===== src/rtl/spi_rx_pkg.sv =====
// Shared types and widths for the serial byte receive path.
// Pure declarations: no logic, no latency, no flow control.
package spi_rx_pkg;

  localparam int BYTE_W    = 8;
  localparam int BIT_CNT_W = 3;

  typedef enum logic [1:0] {
    IDLE,
    RECV,
    HOLD
  } rx_state_e;

endpackage


===== src/rtl/spi_rx_fifo.sv =====
// DEPTH-entry FIFO with a combinational head. When empty, the head keeps the last popped value (0 after reset).
// Write accepted when not full, or when full with a same-cycle pop (read-first); otherwise wr_rdy is low.
module spi_rx_fifo #(
  parameter int DEPTH = 4,
  parameter int W     = 8
) (
  input  logic                   clk,
  input  logic                   rst_b,
  input  logic                   wr_vld,
  output logic                   wr_rdy,
  input  logic [W-1:0]           wr_dat,
  output logic                   rd_vld,
  input  logic                   rd_rdy,
  output logic [W-1:0]           rd_dat,
  output logic [$clog2(DEPTH):0] level
);

  localparam int AW = $clog2(DEPTH);

  logic [W-1:0] mem [DEPTH];
  logic [AW:0]  wr_ptr;
  logic [AW:0]  rd_ptr;
  logic [W-1:0] last_q;
  logic         empty;
  logic         full;
  logic         push;
  logic         pop;

  assign level  = wr_ptr - rd_ptr;
  assign empty  = (level == '0);
  assign full   = (level == (AW+1)'(DEPTH));
  assign pop    = rd_vld && rd_rdy;
  assign wr_rdy = !full || pop;
  assign push   = wr_vld && wr_rdy;
  assign rd_vld = !empty;
  assign rd_dat = empty ? last_q : mem[rd_ptr[AW-1:0]];

  always_ff @(posedge clk or negedge rst_b) begin
    if (!rst_b) begin
      wr_ptr <= '0;
      rd_ptr <= '0;
      last_q <= '0;
      for (int i = 0; i < DEPTH; i++) mem[i] <= '0;
    end else begin
      if (push) begin
        mem[wr_ptr[AW-1:0]] <= wr_dat;
        wr_ptr              <= wr_ptr + 1'b1;
      end
      if (pop) begin
        last_q <= mem[rd_ptr[AW-1:0]];
        rd_ptr <= rd_ptr + 1'b1;
      end
    end
  end

endmodule


===== src/rtl/spi_rx_ctrl.sv =====
// Chip-select framed LSB-first serial-to-byte receiver; a byte is visible one cycle after its 8th bit.
// A byte hitting a full FIFO with no pop is dropped, sets sticky overflow and holds the frame; SPI_RX_TIMEOUT_EN adds partial-byte timeout.
module spi_rx_ctrl
  import spi_rx_pkg::*;
#(
  parameter int DEPTH       = 4,
  parameter int FRAME_BYTES = 0,
  parameter int TIMEOUT_CYC = 16
) (
  input  logic                   clk,
  input  logic                   rst_b,
  input  logic                   ser_bit,
  input  logic                   bit_en,
  input  logic                   cs_b,
  input  logic                   clr_ovf,
  output logic [BYTE_W-1:0]      byte_out,
  output logic                   byte_valid,
  input  logic                   byte_ready,
  output logic [$clog2(DEPTH):0] fifo_level,
  output logic                   frame_done,
  output logic                   overflow,
  output logic                   timeout
);

  localparam int BC_W    = (FRAME_BYTES > 0) ? $clog2(FRAME_BYTES + 1) : 1;
  localparam int FB_LAST = (FRAME_BYTES > 0) ? FRAME_BYTES - 1 : 0;
  localparam bit FB_EN   = (FRAME_BYTES > 0);

  rx_state_e            state_q, state_d;
  logic [BIT_CNT_W-1:0] bit_cnt_q, bit_cnt_d;
  logic [BYTE_W-1:0]    shift_q, shift_d;
  logic [BYTE_W-1:0]    push_dat;
  logic [BC_W-1:0]      byte_cnt_q, byte_cnt_d;
  logic                 push_vld;
  logic                 push_rdy;
  logic                 ovf_evt;
  logic                 frame_done_d;
  logic                 to_hit;

  assign ovf_evt = push_vld && !push_rdy;

`ifdef SPI_RX_TIMEOUT_EN
  localparam int TO_W = $clog2(TIMEOUT_CYC + 1);
  logic [TO_W-1:0] to_cnt_q;
  logic            to_run;

  assign to_run = (state_q == RECV) && !cs_b && !bit_en && (bit_cnt_q != '0);
  assign to_hit = to_run && (to_cnt_q == TO_W'(TIMEOUT_CYC - 1));

  always_ff @(posedge clk or negedge rst_b) begin
    if (!rst_b) begin
      to_cnt_q <= '0;
    end else if (!to_run || to_hit) begin
      to_cnt_q <= '0;
    end else begin
      to_cnt_q <= to_cnt_q + 1'b1;
    end
  end
`else
  assign to_hit = 1'b0;
`endif

  always_comb begin
    state_d             = state_q;
    bit_cnt_d           = bit_cnt_q;
    shift_d             = shift_q;
    byte_cnt_d          = byte_cnt_q;
    push_vld            = 1'b0;
    frame_done_d        = 1'b0;
    push_dat            = shift_q;
    push_dat[bit_cnt_q] = ser_bit;
    unique case (state_q)
      IDLE: begin
        if (!cs_b) begin
          state_d = RECV;
          if (bit_en) begin
            shift_d   = push_dat;
            bit_cnt_d = bit_cnt_q + 1'b1;
          end
        end
      end
      RECV: begin
        if (cs_b) begin
          state_d    = IDLE;
          bit_cnt_d  = '0;
          shift_d    = '0;
          byte_cnt_d = '0;
        end else if (bit_en) begin
          shift_d   = push_dat;
          bit_cnt_d = bit_cnt_q + 1'b1;
          // 8th bit: counter wraps to 0 on its own, the byte goes out now
          if (bit_cnt_q == '1) begin
            push_vld   = 1'b1;
            shift_d    = '0;
            byte_cnt_d = byte_cnt_q + 1'b1;
            if (!push_rdy) begin
              state_d = HOLD;
            end else if (FB_EN && (byte_cnt_q == BC_W'(FB_LAST))) begin
              state_d      = HOLD;
              frame_done_d = 1'b1;
            end
          end
        end else if (to_hit) begin
          bit_cnt_d = '0;
          shift_d   = '0;
        end
      end
      HOLD: begin
        if (cs_b) begin
          state_d    = IDLE;
          bit_cnt_d  = '0;
          shift_d    = '0;
          byte_cnt_d = '0;
        end
      end
      default: state_d = IDLE;
    endcase
  end

  always_ff @(posedge clk or negedge rst_b) begin
    if (!rst_b) begin
      state_q    <= IDLE;
      bit_cnt_q  <= '0;
      shift_q    <= '0;
      byte_cnt_q <= '0;
      frame_done <= 1'b0;
      overflow   <= 1'b0;
      timeout    <= 1'b0;
    end else begin
      state_q    <= state_d;
      bit_cnt_q  <= bit_cnt_d;
      shift_q    <= shift_d;
      byte_cnt_q <= byte_cnt_d;
      frame_done <= frame_done_d;
      timeout    <= to_hit;
      if (ovf_evt) begin
        overflow <= 1'b1;
      end else if (clr_ovf) begin
        overflow <= 1'b0;
      end
    end
  end

  spi_rx_fifo #(
    .DEPTH (DEPTH),
    .W     (BYTE_W)
  ) u_fifo (
    .clk    (clk),
    .rst_b  (rst_b),
    .wr_vld (push_vld),
    .wr_rdy (push_rdy),
    .wr_dat (push_dat),
    .rd_vld (byte_valid),
    .rd_rdy (byte_ready),
    .rd_dat (byte_out),
    .level  (fifo_level)
  );

endmodule


===== config.mk =====
export PLATFORM = sky130hd
export DESIGN_NAME = spi_rx_ctrl
export DESIGN_NICKNAME = d
export VERILOG_FILES = /design/src/rtl/spi_rx_pkg.sv /design/src/rtl/spi_rx_fifo.sv /design/src/rtl/spi_rx_ctrl.sv
export SDC_FILE = /design/constraint.sdc
export NUM_CORES = 1
export LEC_CHECK = 0
export CORE_MARGIN = 2
export CORE_UTILIZATION = 40
export DETAILED_ROUTE_END_ITERATION = 8
export PLACE_DENSITY_LB_ADDON = 0.15
export SYNTH_ARGS = -nofsm -noshare
export SYNTH_HDL_FRONTEND = slang
export SYNTH_SLANG_ARGS = --single-unit

===== constraint.sdc =====
create_clock -name clk -period 3 [get_ports clk]
set_input_delay 0.6 -clock clk [delete_from_list [all_inputs] [get_ports clk]]
set_output_delay 0.6 -clock clk [all_outputs]
set_load 0.02 [all_outputs]

# Word-level counts from Yosys, hierarchy flattened
# Index checks and enable logic that the tools add are counted.
[word_totals] ff_bits=60 latch_bits=0 ramBits=0 mem_bits_ro=0 mem_count=0
[classes] n_addsub=4 n_mul=0 div=0 order_cmp=5 n_eq_ne=10 n_shift=0 mux=35 n_bitwise=2 n_reduce_logical=16
[ops] op="$mux W8" count=10
[ops] op="$bwmux W32" count=1
[ops] op="$pmux W8 S3" count=1
[ops] op="$bmux W8 S2" count=1
[ops] op="$demux W8 S2" count=1
[ops] op="$mux W2" count=6
[ops] op="$mux W3" count=4
[ops] op="$reduce_and A5 Y1" count=2
[ops] op="$add A3 B1 Y3 const B" count=3
[ops] op="$ne A3 B3 Y1 const B" count=3
[ops] op="$pmux W3 S3" count=1
[ops] op="$bwmux W8" count=1
[ops] op="$mux W1" count=7
[ops] op="$eq A3 B3 Y1 const B" count=2
[ops] op="$ge A3 B3 Y1 const B" count=2
[ops] op="$ne A2 B2 Y1 const B" count=3
[ops] op="$not A2 Y3" count=2
[ops] op="$pmux W2 S3" count=1
[ops] op="$logic_and A1 B1 Y1" count=5
[ops] op="$lt A3 B4 Y1 const B" count=1
[ops] op="$demux W1 S3" count=1
[ops] op="$ge A3 B1 Y1 const B" count=1
[ops] op="$logic_not A1 Y1" count=3
[ops] op="$logic_not A3 Y1" count=1
[ops] op="other kinds (9)" count=9

# Depth between registers and ports, before layout
[logic_depth] depth_word=10 mapped_depth=8 depth_no_buf=7

# By module
# From an unflattened synthesis, not the netlist that was laid out.
[hier_totals] cells_unflattened=231 area_unflattened_um2=3284.4
[modules_own_cells] module="spi_rx_fifo" instances=1 cells_per_inst=142 area_each_um2=2257.2
[modules_own_cells] module="spi_rx_ctrl" instances=1 cells_per_inst=89 area_each_um2=1027.2

# Worst setup path after synthesis
# Ideal clock, no wire load.
[synth_timing] path_type="register to output" startpoint="reg u_fifo.wr_ptr[0]" endpoint="out byte_out[0]" arrival_ps=2095 required_time_ps=2400 setup_slack_ps=305 path_stages_with_launch=8 n_path_buf=1 cell_sequence="dfrtp_1 inv_1 ha_1 fa_1 xnor3_2 nand3_4 buf_6 mux2_4"
[synth_between] elab_chain_cells=3
[synth_rtl] item="from (decl)" line_no="spi_rx_fifo.sv:21" text="logic [AW:0] wr_ptr;"
[synth_rtl] item="from (signal assigned)" line_no="spi_rx_fifo.sv:47" text="wr_ptr <= wr_ptr + 1'b1;"
[synth_rtl] item="$sub A3 B3 Y3" line_no="spi_rx_fifo.sv:29" text="assign level = wr_ptr - rd_ptr;"
[synth_rtl] item="$logic_not A3 Y1" line_no="spi_rx_fifo.sv:30" text="assign empty = (level == '0);"
[synth_rtl] item="$mux W8" line_no="spi_rx_fifo.sv:36" text="assign rd_dat = empty ? last_q : mem[rd_ptr[AW-1:0]];"
[synth_rtl] item="to (decl)" line_no="spi_rx_ctrl.sv:16" text="output logic [BYTE_W-1:0] byte_out,"
# Every way passes these cells.

# Worst setup path after layout
# Same ends and word-level chain as after synthesis.

==> results by group <==
Synthesis
  • Post-synth top area share: between 40% and 50%
  • Yosys top cell by area: dfrtp_1
  • Yosys cell types: 42
  • Post-synthesis cell area: 3120 um^2
  • Post-synth EDFFs: 0
  • Syn avg cell area: ~12 um^2
  • Ys Warns: 0
  • Leading cell types by count after synthesis: dfrtp_1, nand2_1, o21ai_0
  • Flops & latches, synth: 60
  • Synth Flop Type: dfrtp_1
  • Seq/Total Area, Yosys: slightly below 50%
  • Post-synth ARST share: between 90% and 100%
  • Top area cells in the synthesized netlist: dfrtp_1, mux4_2, nand2_1
  • Top-count cell post-synth: dfrtp_1
  • Syn Inst Count: about 270

STA
  • Fin. max-slew vios: 0
  • Fmax: 339 MHz
  • Worst clock skew: just over 0.005 ns
  • Crit share post-route: 98.5%
  • Relative slew slack: roughly half
  • Setup TNS: 0 ns
  • Hold Fails Final Rpt: 0
  • Worst Tran Pin Value: 0.731 ns
  • Setup Viol. Count Final: 0
  • Final WS setup: roughly 0.046 ns
  • Final min period: 2.95 ns
  • RSZ-0062 raised after global routing: yes

Pwr
  • Static leakage: between 1.5 and 2 nW
  • Design Power: 3.01 mW
  • Power per cell area: 833 nW/um^2
  • Maximum vdd drop: between 0.3 and 0.4 mV

Clocking
  • CTS tree: yes
  • Clock buffer depth: 2
  • Clock Pin Slew Worst Setup and Hold Paths: roughly 0.070 ns
  • Clk sinks: 60
  • CTS buffer count: 9
  • Clock root buffer: clkbuf_8
  • Clock Latency Late Sink: roughly 0.33 ns
  • Htree depth: 3

Job
  • # Max-Cap Violations: 0

Global route
  • Vias in the first global route: 1963
  • Largest net degree at the start of global routing: 32
  • GRT Resource Usage Total: between 10% and 20%
  • First-pass GRT wire length: approximately 9900 um
  • GRT overflow: 0
  • Initial antenna violation count: 0

Floorplanning
  • Die area: between 8000 and 9000 um^2
  • Cell Rows: 32
  • Die H: around 92 um
  • Die X-Extent: 92.3 um
  • IO Count: 22
  • Core Area: roughly 7600 um^2
  • Initial Utilization: between 40 and 50%

Finish
  • Area grow syn2layout: 16.0%
  • Finished layout cell area: ~3600 um^2
  • Nets@finish: 311
  • Share of layout cells above drive strength 1: a little under a quarter
  • N_diodes: 0
  • Fin util: between 40% and 50%

Critical path
  • Arrival @ worst endpoint: 2.35 ns
  • FF-to-FF Start: u_fifo.wr_ptr[0]
  • Critical Path Fanout Max: 4
  • Worst endpoint required time: roughly 2.4 ns
  • Worst setup path start: u_fifo.wr_ptr[0]
  • Crit Path Class: register to output pin
  • R2r setup slk: ~0.37 ns
  • Critical Path Start Type: register
  • Worst setup EP type: output pin
  • Setup crit end: byte_out[0]
  • R2r endpoint: u_fifo.mem[5]
  • Cells on worst reg2reg path: 6

Placement
  • Cell area after placement: 3400 um^2
  • GP Congestion: 0.831
  • Setup Slack @ Placement: between 0.06 and 0.07 ns
  • Port Buffers: 19
  • HPWL Detailed: around 3900 um

Drt
  • DRC: 0
  • Post-DRT Antenna Nets: 0
  • Via count: 1967
  • DRT iter0 DRCs: between 60 and 70
  • Wirelength, routed: approximately 5700 um
  • Routed len/inst: 14.4 um
  • TritonRoute pass-1 iters: 4
  • Via/cell ratio: ~4.9

Worst hold path
  • Worst Hold Class: input pin to async pin

Run status
  • Outcome: finished, final reports clean
## cell families (layout without fill, tap and decap cells)
group | after synthesis | after routing | synth area share, %
AND/OR/NAND/NOR | 72 | 73 | 11.2
flip-flops | 60 | 60 | 48.2
AO/OA/AOI/OAI | 53 | 53 | 11.7
multiplexers | 37 | 37 | 16.9
buffers and inverters | 24 | 52 | 4.25
adder cells (fa/ha/maj) | 13 | 13 | 5.46
XOR/XNOR | 6 | 6 | 2.17
other | 1 | 2 | 0.120
## what timing repair did
item                       CTS  global route
resized for setup           26             6
hold buffers                 0             0
buffers inserted             1             1
cloned                       0             1
setup endpoints to repair   10             9
## final cells by class
type	instances	area, um^2
multi-input combinational	184	1500
tap	102	128
sequential	60	1500
clock buffer	12	145
inverter	8	30.0
clock inverter	4	72.6
fill	735	4030
timing repair buffer	28	243
## sequential cells by signal (all words and copies together) (netlist names)
signal,cells
overflow,1
bit_cnt_q,3
u_fifo.mem,32
state_q,2
u_fifo.last_q,8
u_fifo.rd_ptr,3
shift_q,8
u_fifo.wr_ptr,3
## critical path, stage by stage, from the launching register on
cell,delay (ns)
dfrtp_1,0.34
inv_1,0.06
ha_1,0.18
fa_1,0.38
xnor3_2,0.30
nand3_2,0.17
mux2_4,0.33
clkdlybuf4s15_2,0.25
## power breakdown
part	internal, mW	leakage [nW]	switching (mW)
logic	0.502	0.737	0.710
registers	0.900	0.824	0.0959
clock network	0.490	0.107	0.318
## metrics by stage
stage | std cells | hold slack, ns
after global placement | 379 | 0.459
after CTS | 396 | 0.339
after floorplan | 267 | 0.304
after detailed placement | 379 | 0.466
final | 398 | 0.320
after global routing | 398 | 0.377
## layout by cell type, fill, tap and decap left out, types with 3 or more instances in the layout
| cell type | count |
|---|---|
| clkbuf_8 | 10 |
| o31ai_1 | 8 |
| xnor2_1 | 4 |
| nand2_1 | 44 |
| clkdlybuf4s15_2 | 3 |
| mux2i_1 | 10 |
| inv_1 | 8 |
| ha_1 | 12 |
| buf_2 | 6 |
| mux2_2 | 8 |
| mux2_4 | 9 |
| dfrtp_1 | 60 |
| mux4_2 | 8 |
| buf_4 | 8 |
| clkdlybuf4s50_1 | 8 |
| nor2_1 | 10 |
| o21ai_0 | 33 |
| o211ai_4 | 4 |
## routing by layer
layer	GRT usage [%]	wire (um)	part of all wire [%]
met1	19.4	2740	48
met2	24.0	2730	48
met3	3.50	128	2.2
met4	8.46	126	2.2
met5	0	0	0
## worst min-delay path by stage
stage | startpoint | endpoint | slack (ns) | depth (start not counted)
3_5_place_dp | shift_q[3] | shift_q[3] | 0.47 | 2
5_1_grt | rst_b | shift_q[3] | 0.38 | 1
4_1_cts | rst_b | state_q[1] | 0.34 | 1
2_1_floorplan | rst_b | bit_cnt_q[0] | 0.30 | 0
3_3_place_gp | u_fifo.mem[29] | u_fifo.mem[29] | 0.46 | 2
6_report | rst_b | bit_cnt_q[1] | 0.32 | 1
No activity file was read; power rests on OpenSTA's default activity.
